[config.mk]
export PLATFORM = sky130hd
export DESIGN_NAME = aurora_frame_inserter
export DESIGN_NICKNAME = d
export VERILOG_FILES = /design/src/rtl/spikep_link_pkg.sv /design/src/rtl/aurora_frame_inserter.sv
export SDC_FILE = /design/constraint.sdc
export NUM_CORES = 1
export LEC_CHECK = 0
export ABC_AREA = 1
export BUFFER_PORTS_ARGS = -buffer_cell sky130_fd_sc_hd__buf_4
export CELL_PAD_IN_SITES_DETAIL_PLACEMENT = 1
export CELL_PAD_IN_SITES_GLOBAL_PLACEMENT = 2
export CORE_UTILIZATION = 30
export DETAILED_ROUTE_END_ITERATION = 12
export PLACE_DENSITY = 0.85
export SYNTH_ARGS = -nofsm -noshare
export SYNTH_HDL_FRONTEND = slang
export SYNTH_SLANG_ARGS = --single-unit
[constraint.sdc]
create_clock -name aclk -period 4.28 [get_ports aclk]
set_clock_uncertainty 0.1 [all_clocks]
set_input_delay 0.428 -clock aclk [delete_from_list [all_inputs] [get_ports aclk]]
set_output_delay 0.428 -clock aclk [all_outputs]
set_load 0.01 [all_outputs]
[src/rtl/spikep_link_pkg.sv]
// rtl/spikep_link_pkg.sv - shared framing constants, FSM state type and header/trailer packing
package spikep_link_pkg;

    localparam logic [15:0] HDR_MAGIC = 16'hA5C3;
    localparam logic [15:0] TRL_MAGIC = 16'h5A3C;

    typedef enum logic [2:0] {
        ST_IDLE,
        ST_HEADER,
        ST_PAYLOAD,
        ST_TRAILER,
        ST_DROP
    } frame_state_t;

    function automatic logic [63:0] pack_header(input logic [15:0] len, input logic [31:0] frame_num);
        return {HDR_MAGIC, len, frame_num};
    endfunction

    function automatic logic [63:0] pack_trailer(input logic [15:0] len, input logic [31:0] csum);
        return {TRL_MAGIC, len, csum};
    endfunction

    // Folds one payload beat into the 32-bit running checksum term.
    function automatic logic [31:0] fold_beat(input logic [63:0] data);
        return data[63:32] ^ data[31:0];
    endfunction

endpackage

[src/rtl/aurora_frame_inserter.sv]
// rtl/aurora_frame_inserter.sv - cuts the capture stream into framed sensor frames for Aurora TX
module aurora_frame_inserter
    import spikep_link_pkg::*;
#(
    parameter int WORDS_PER_FRAME = 2000
) (
    input  logic        aclk,
    input  logic        aresetn,
    input  logic        channel_up,
    input  logic [63:0] s_axis_tdata,
    input  logic        s_axis_tvalid,
    output logic        s_axis_tready,
    output logic [63:0] m_axis_tdata,
    output logic        m_axis_tvalid,
    input  logic        m_axis_tready,
    output logic [31:0] frame_count,
    output logic [15:0] drop_count
);

    localparam int               CNT_W     = $clog2(WORDS_PER_FRAME);
    localparam logic [CNT_W-1:0] LAST_BEAT = CNT_W'(WORDS_PER_FRAME - 1);
    localparam logic [15:0]      FRAME_LEN = 16'(WORDS_PER_FRAME);

    frame_state_t     state;
    frame_state_t     state_next;
    logic [CNT_W-1:0] beat_cnt;
    logic [31:0]      checksum;
    logic             last_beat;
    logic             payload_hs;
    logic             drop_hs;

    assign last_beat  = (beat_cnt == LAST_BEAT);
    assign payload_hs = (state == ST_PAYLOAD) && s_axis_tvalid && m_axis_tready;
    assign drop_hs    = (state == ST_DROP) && s_axis_tvalid;

    always_comb begin
        state_next    = state;
        s_axis_tready = 1'b0;
        m_axis_tvalid = 1'b0;
        m_axis_tdata  = '0;
        case (state)
            ST_IDLE: begin
                if (s_axis_tvalid) begin
                    state_next = channel_up ? ST_HEADER : ST_DROP;
                end
            end
            ST_HEADER: begin
                m_axis_tvalid = 1'b1;
                m_axis_tdata  = pack_header(FRAME_LEN, frame_count);
                if (m_axis_tready) begin
                    state_next = ST_PAYLOAD;
                end
            end
            ST_PAYLOAD: begin
                m_axis_tvalid = s_axis_tvalid;
                s_axis_tready = m_axis_tready;
                m_axis_tdata  = s_axis_tdata;
                if (payload_hs && last_beat) begin
                    state_next = ST_TRAILER;
                end
            end
            ST_TRAILER: begin
                m_axis_tvalid = 1'b1;
                m_axis_tdata  = pack_trailer(FRAME_LEN, checksum);
                if (m_axis_tready) begin
                    state_next = ST_IDLE;
                end
            end
            ST_DROP: begin
                // Drain at full rate so the width converter never sees back-pressure.
                s_axis_tready = 1'b1;
                if (drop_hs && last_beat) begin
                    state_next = ST_IDLE;
                end
            end
            default: state_next = ST_IDLE;
        endcase
    end

    always_ff @(posedge aclk or negedge aresetn) begin
        if (!aresetn) begin
            state       <= ST_IDLE;
            beat_cnt    <= '0;
            checksum    <= '0;
            frame_count <= '0;
            drop_count  <= '0;
        end else begin
            state <= state_next;
            case (state)
                ST_IDLE: begin
                    beat_cnt <= '0;
                end
                ST_HEADER: begin
                    if (m_axis_tready) begin
                        beat_cnt <= '0;
                        checksum <= '0;
                    end
                end
                ST_PAYLOAD: begin
                    if (payload_hs) begin
                        beat_cnt <= beat_cnt + CNT_W'(1);
                        checksum <= checksum ^ fold_beat(s_axis_tdata);
                    end
                end
                ST_TRAILER: begin
                    if (m_axis_tready) begin
                        frame_count <= frame_count + 32'd1;
                    end
                end
                ST_DROP: begin
                    if (drop_hs) begin
                        if (last_beat) begin
                            beat_cnt <= '0;
                            if (drop_count != 16'hFFFF) begin
                                drop_count <= drop_count + 16'd1;
                            end
                        end else begin
                            beat_cnt <= beat_cnt + CNT_W'(1);
                        end
                    end
                end
                default: beat_cnt <= '0;
            endcase
        end
    end

endmodule

### After elaboration in Yosys (flattened, before gate mapping)

Cells that the tools add are included.

* bits in registers: 94
* logic and storage cells: 55
* output and inout port bits: 114

* $add $sub $neg: 3
* bitwise operators: 3
* eq/ne operators: 13
* reduce and logical (&&, ||, !) cells: 13
* muxes and demuxes: 18

Operators by type and width (number)
* $pmux 64 s3: 1
* $mux 32: 2
* $pmux 32 s2: 1
* $xor 32x32->32: 2
* $mux 11: 4
* $pmux 11 s4: 1
* $add 32x1->32 const B: 1
* $mux 3: 6
* $add 16x1->16 const B: 1
* $ne 16x16->1 const B: 1
* $pmux 3 s5: 1
* $add 11x1->11 const B: 1
* $eq 11x11->1 const B: 1
* $ne 2x2->1 const B: 5
* $reduce_and 4->1: 2
* $eq 3x2->1 const B: 2
* $logic_and 1x1->1: 5
* $reduce_and 5->1: 1
* $ne 2x1->1 const B: 2
* $pmux 1 s2: 2
* $eq 3x1->1 const B: 1
* $eq 3x3->1 const B: 1
* $logic_not 3->1: 1
* $reduce_and 3->1: 1
* 4 further kinds: 4

### Longest topological paths before layout

* depth in word-level cells: 6
* depth in mapped cells: 10
* mapped depth without buffers: 10

### Worst setup path after synthesis

No wires, ideal clock.

* path kind: reg2out
* start point: register state[0]
* end point: output port s_axis_tready
* slack: 2.395 ns
* path buffers: 2
* data arrival time: 1.357 ns
* stages on the path, launching flop included: 6
* data required time: 3.752 ns
* cell sequence: dfrtp_1 > nor2_1 > nand2_1 > buf_2 > buf_2 > o21ai_0

* cells in the longest elaborated chain, start to end: 2

RTL lines
* start: declaration: RTL line aurora_frame_inserter.sv:24 `frame_state_t state;`
* start signal: assignment: RTL line aurora_frame_inserter.sv:88 `state <= state_next;`
* $eq 3x3->1 / $eq 3x2->1 (equally long branches): RTL line aurora_frame_inserter.sv:41 `case (state)`
* $pmux 1 s2 *: RTL line aurora_frame_inserter.sv:41
* end: declaration: RTL line aurora_frame_inserter.sv:12 `output logic s_axis_tready,`

Mark *: on every way between the ends. The rest lies on a longest branch, timed or not.

### Final worst setup path

* start point: register state[0]
* end point: output port m_axis_tdata[7]

* cells in the longest elaborated chain, start to end: 2

RTL lines
* $eq 3x2->1 / $eq 3x1->1 (equally long branches): RTL line aurora_frame_inserter.sv:41
* $pmux 64 s3 *: RTL line aurora_frame_inserter.sv:41
* end: declaration: RTL line aurora_frame_inserter.sv:13 `output logic [63:0] m_axis_tdata,`

Marked as above.

==> out/results.ini <==
[yosys]
synth.most_common_cell=nand2_1
syn_area_um2=6520
syn-instance-count=965
seq_area_frac_synth_pct=36.1
synth_top_area_share_pct=36.1
yosysTopAreaCell=dfrtp_1
yosysWarnings=0
synthFlopType=dfrtp_1
postSynthAreaPerCell_um2=6.76
synth_commonest_cells=354 x nand2_1, 132 x nor2_1, 104 x inv_1, 94 x dfrtp_1, 51 x xor2_1
synth.distinct_cells=30
synth_fp_nets=1037
synth_area_leaders=dfrtp_1 36%, nand2_1 20%, nor2_1 7.6%
ys_seq_elements=94
synth-edff-count=0
synthArstFlopShare_pct=100

[power]
power_density_nw_per_um2=440
share_seq_of_total_power_pct=33.3
p_clk_share_pct=24.4
switching_power_mw=1.53
p_comb_share_pct=42.3
switching_share_pct=41.1
peakVddDrop_mv=0.219
p_int_mw=2.19
static-leakage-power_nw=4.19
total_power_mw=3.73

[detailed_routing]
remaining_drc_errors=0
wl_per_cell_um=16.4
routed-via-count=6694
drtIter0Drc=303
ant_nets=0
dr.pass1.iters=4
wl_um=23300
vias_per_cell=4.72

[global_routing]
grt_pass1_wl_um=36900
grt_max_degree=51
grt.overflow.total=0
grtUsageTotal_pct=21.5
grt_pass1_vias=6850
antenna_found_initial=0

[cts]
clk_pin_slew_ns=0.08
tritoncts.num_buffers=9
clk_latency_ns=0.36
htree_levels=3
cts_resized=0
max-clock-path-buffers=2
cts_hold_buf=0
postCtsSetupRepairBufs=0
cts_tree=done
clock_sinks=94
cts_root_buf=clkbuf_16

[sta]
min_period_ns=3.05
clock.fmax_mhz=328
timing.setup.tns_ns=0
slew_headroom_pct=53.0
rsz0062_at_grt=false
worstMarginPinSlew_ns=0.706
setup_violations=0
setup_ws_ns=1.23
period_share_pct=71.2
finalHoldViolations=0
drv_slew=0

[layout]
fin_nets=1211
drive_above_1_share_pct=19.5
syn2layout_area_growth_pct=30.1
diodes=0

[placement]
post-place-ws_ns=1.55
dpl.hpwl_um=18100
portBuffers=182
gp_congestion=0.800

[floorplan]
io_pins=183
core_um2=21200
start_util_pct=30.8
fp.dieH_um=149
rows=53
die-area_um2=22300
fp.dieW_um=149

[critical_path]
path_cells=inv_1, nor2_1, nand2_1, buf_4, inv_1, nand2_1, o211ai_1, buf_4
crit_required_ns=3.75
crit_family=buffers and inverters
crit_arrival_ns=2.52
critPathBufInv=4
path_max_fanout=29
slowest_stage=dfrtp_1
critPathLaunchType=register
path_class=register to primary output
endpoint_kind=primary output
crit_path_max_incr_delay_ns=0.64

[status]
status=complete, no violations

[job]
maxCapViolCount=0

[hold_path]
hp-class=input pin to async pin

sequential cells by signal, indices dropped and copies added, names as in the netlist:
name / count
checksum: 32
frame_count: 32
beat_cnt: 11
state: 3
drop_count: 16
worst register-to-register path, delay by kind of cell (launching register included):
family                 cells  cell delay (ns)
buffers and inverters      3             0.82
AND/OR/NAND/NOR            3             0.39
flip-flops                 1             0.61
AO/OA/AOI/OAI              2             0.70
metal layers:
metal | up-vias | share of wire, % | GRT usage, %
li1 | 3346 | - | -
met4 | 0 | 0.58 | 2.91
met1 | 3211 | 46 | 28.3
met5 | - | 0 | 0
met2 | 128 | 49 | 37.0
met3 | 9 | 4.7 | 4.18
through the flow:
stage	hold slack (ns)	instance area, µm²	util [%]	cells
after global routing	0.0610	8480	40.1	1419
after global placement	0.418	8160	38.6	1403
final	0.0225	8480	40.1	1419
after CTS	0.0382	8480	40.1	1419
after floorplan	0.0324	6520	-	965
after detailed placement	0.427	8160	38.6	1403
layout make-up:
cell class | count | area, µm²
multi-input combinational | 736 | 3630
sequential | 94 | 2350
timing repair buffer | 190 | 1430
inverter | 108 | 405
fill | 2725 | 12700
tap | 275 | 344
clock inverter | 6 | 93.8
clock buffer | 10 | 229
power groups by stage:
stage	sequential (mW)	combinational (mW)	clock [mW]
finish	1.24	1.58	0.910
global route	1.27	1.76	0.969
CTS	1.24	1.60	0.930
detailed placement	1.26	1.59	0
global placement	1.25	1.58	0
floorplan	1.21	0.944	0
placed cells by master, fill, tap and decap left out, types with 15 or more instances in the layout:
cell type	count
nand2_1	353
buf_4	190
nor2_1	132
inv_1	104
dfrtp_1	94
xor2_1	51
nand3_1	48
xnor2_1	43
o21ai_0	42
o221ai_1	18
o211ai_1	15
path summary, 6_finish.rpt:
check                                                 from                    endpoint  slack (ns)  cells after the start
max in group asynchronous                          aresetn        state[0]$_DFFE_PN0P_        3.20                      2
worst max register to register        state[1]$_DFFE_PN0P_     checksum[5]$_DFFE_PN0P_        1.59                      8
worst min-delay path                               aresetn   drop_count[8]$_DFFE_PN0P_        0.02                      1
min in group aclk                               channel_up        state[2]$_DFFE_PN0P_        0.28                      4
worst min register to register  drop_count[12]$_DFFE_PN0P_  drop_count[12]$_DFFE_PN0P_        0.46                      2
worst max-delay path                  state[0]$_DFFE_PN0P_             m_axis_tdata[7]        1.23                      8
cells by family after synthesis:
kind of cell | share of synthesized area [%]
flops | 36.1
compound gates | 7.93
buf+inv | 8.31
simple gates | 34.5
fa+ha+maj | 0.576
xor+xnor | 12.6
Note: power is estimated with default switching activity, not from simulation.
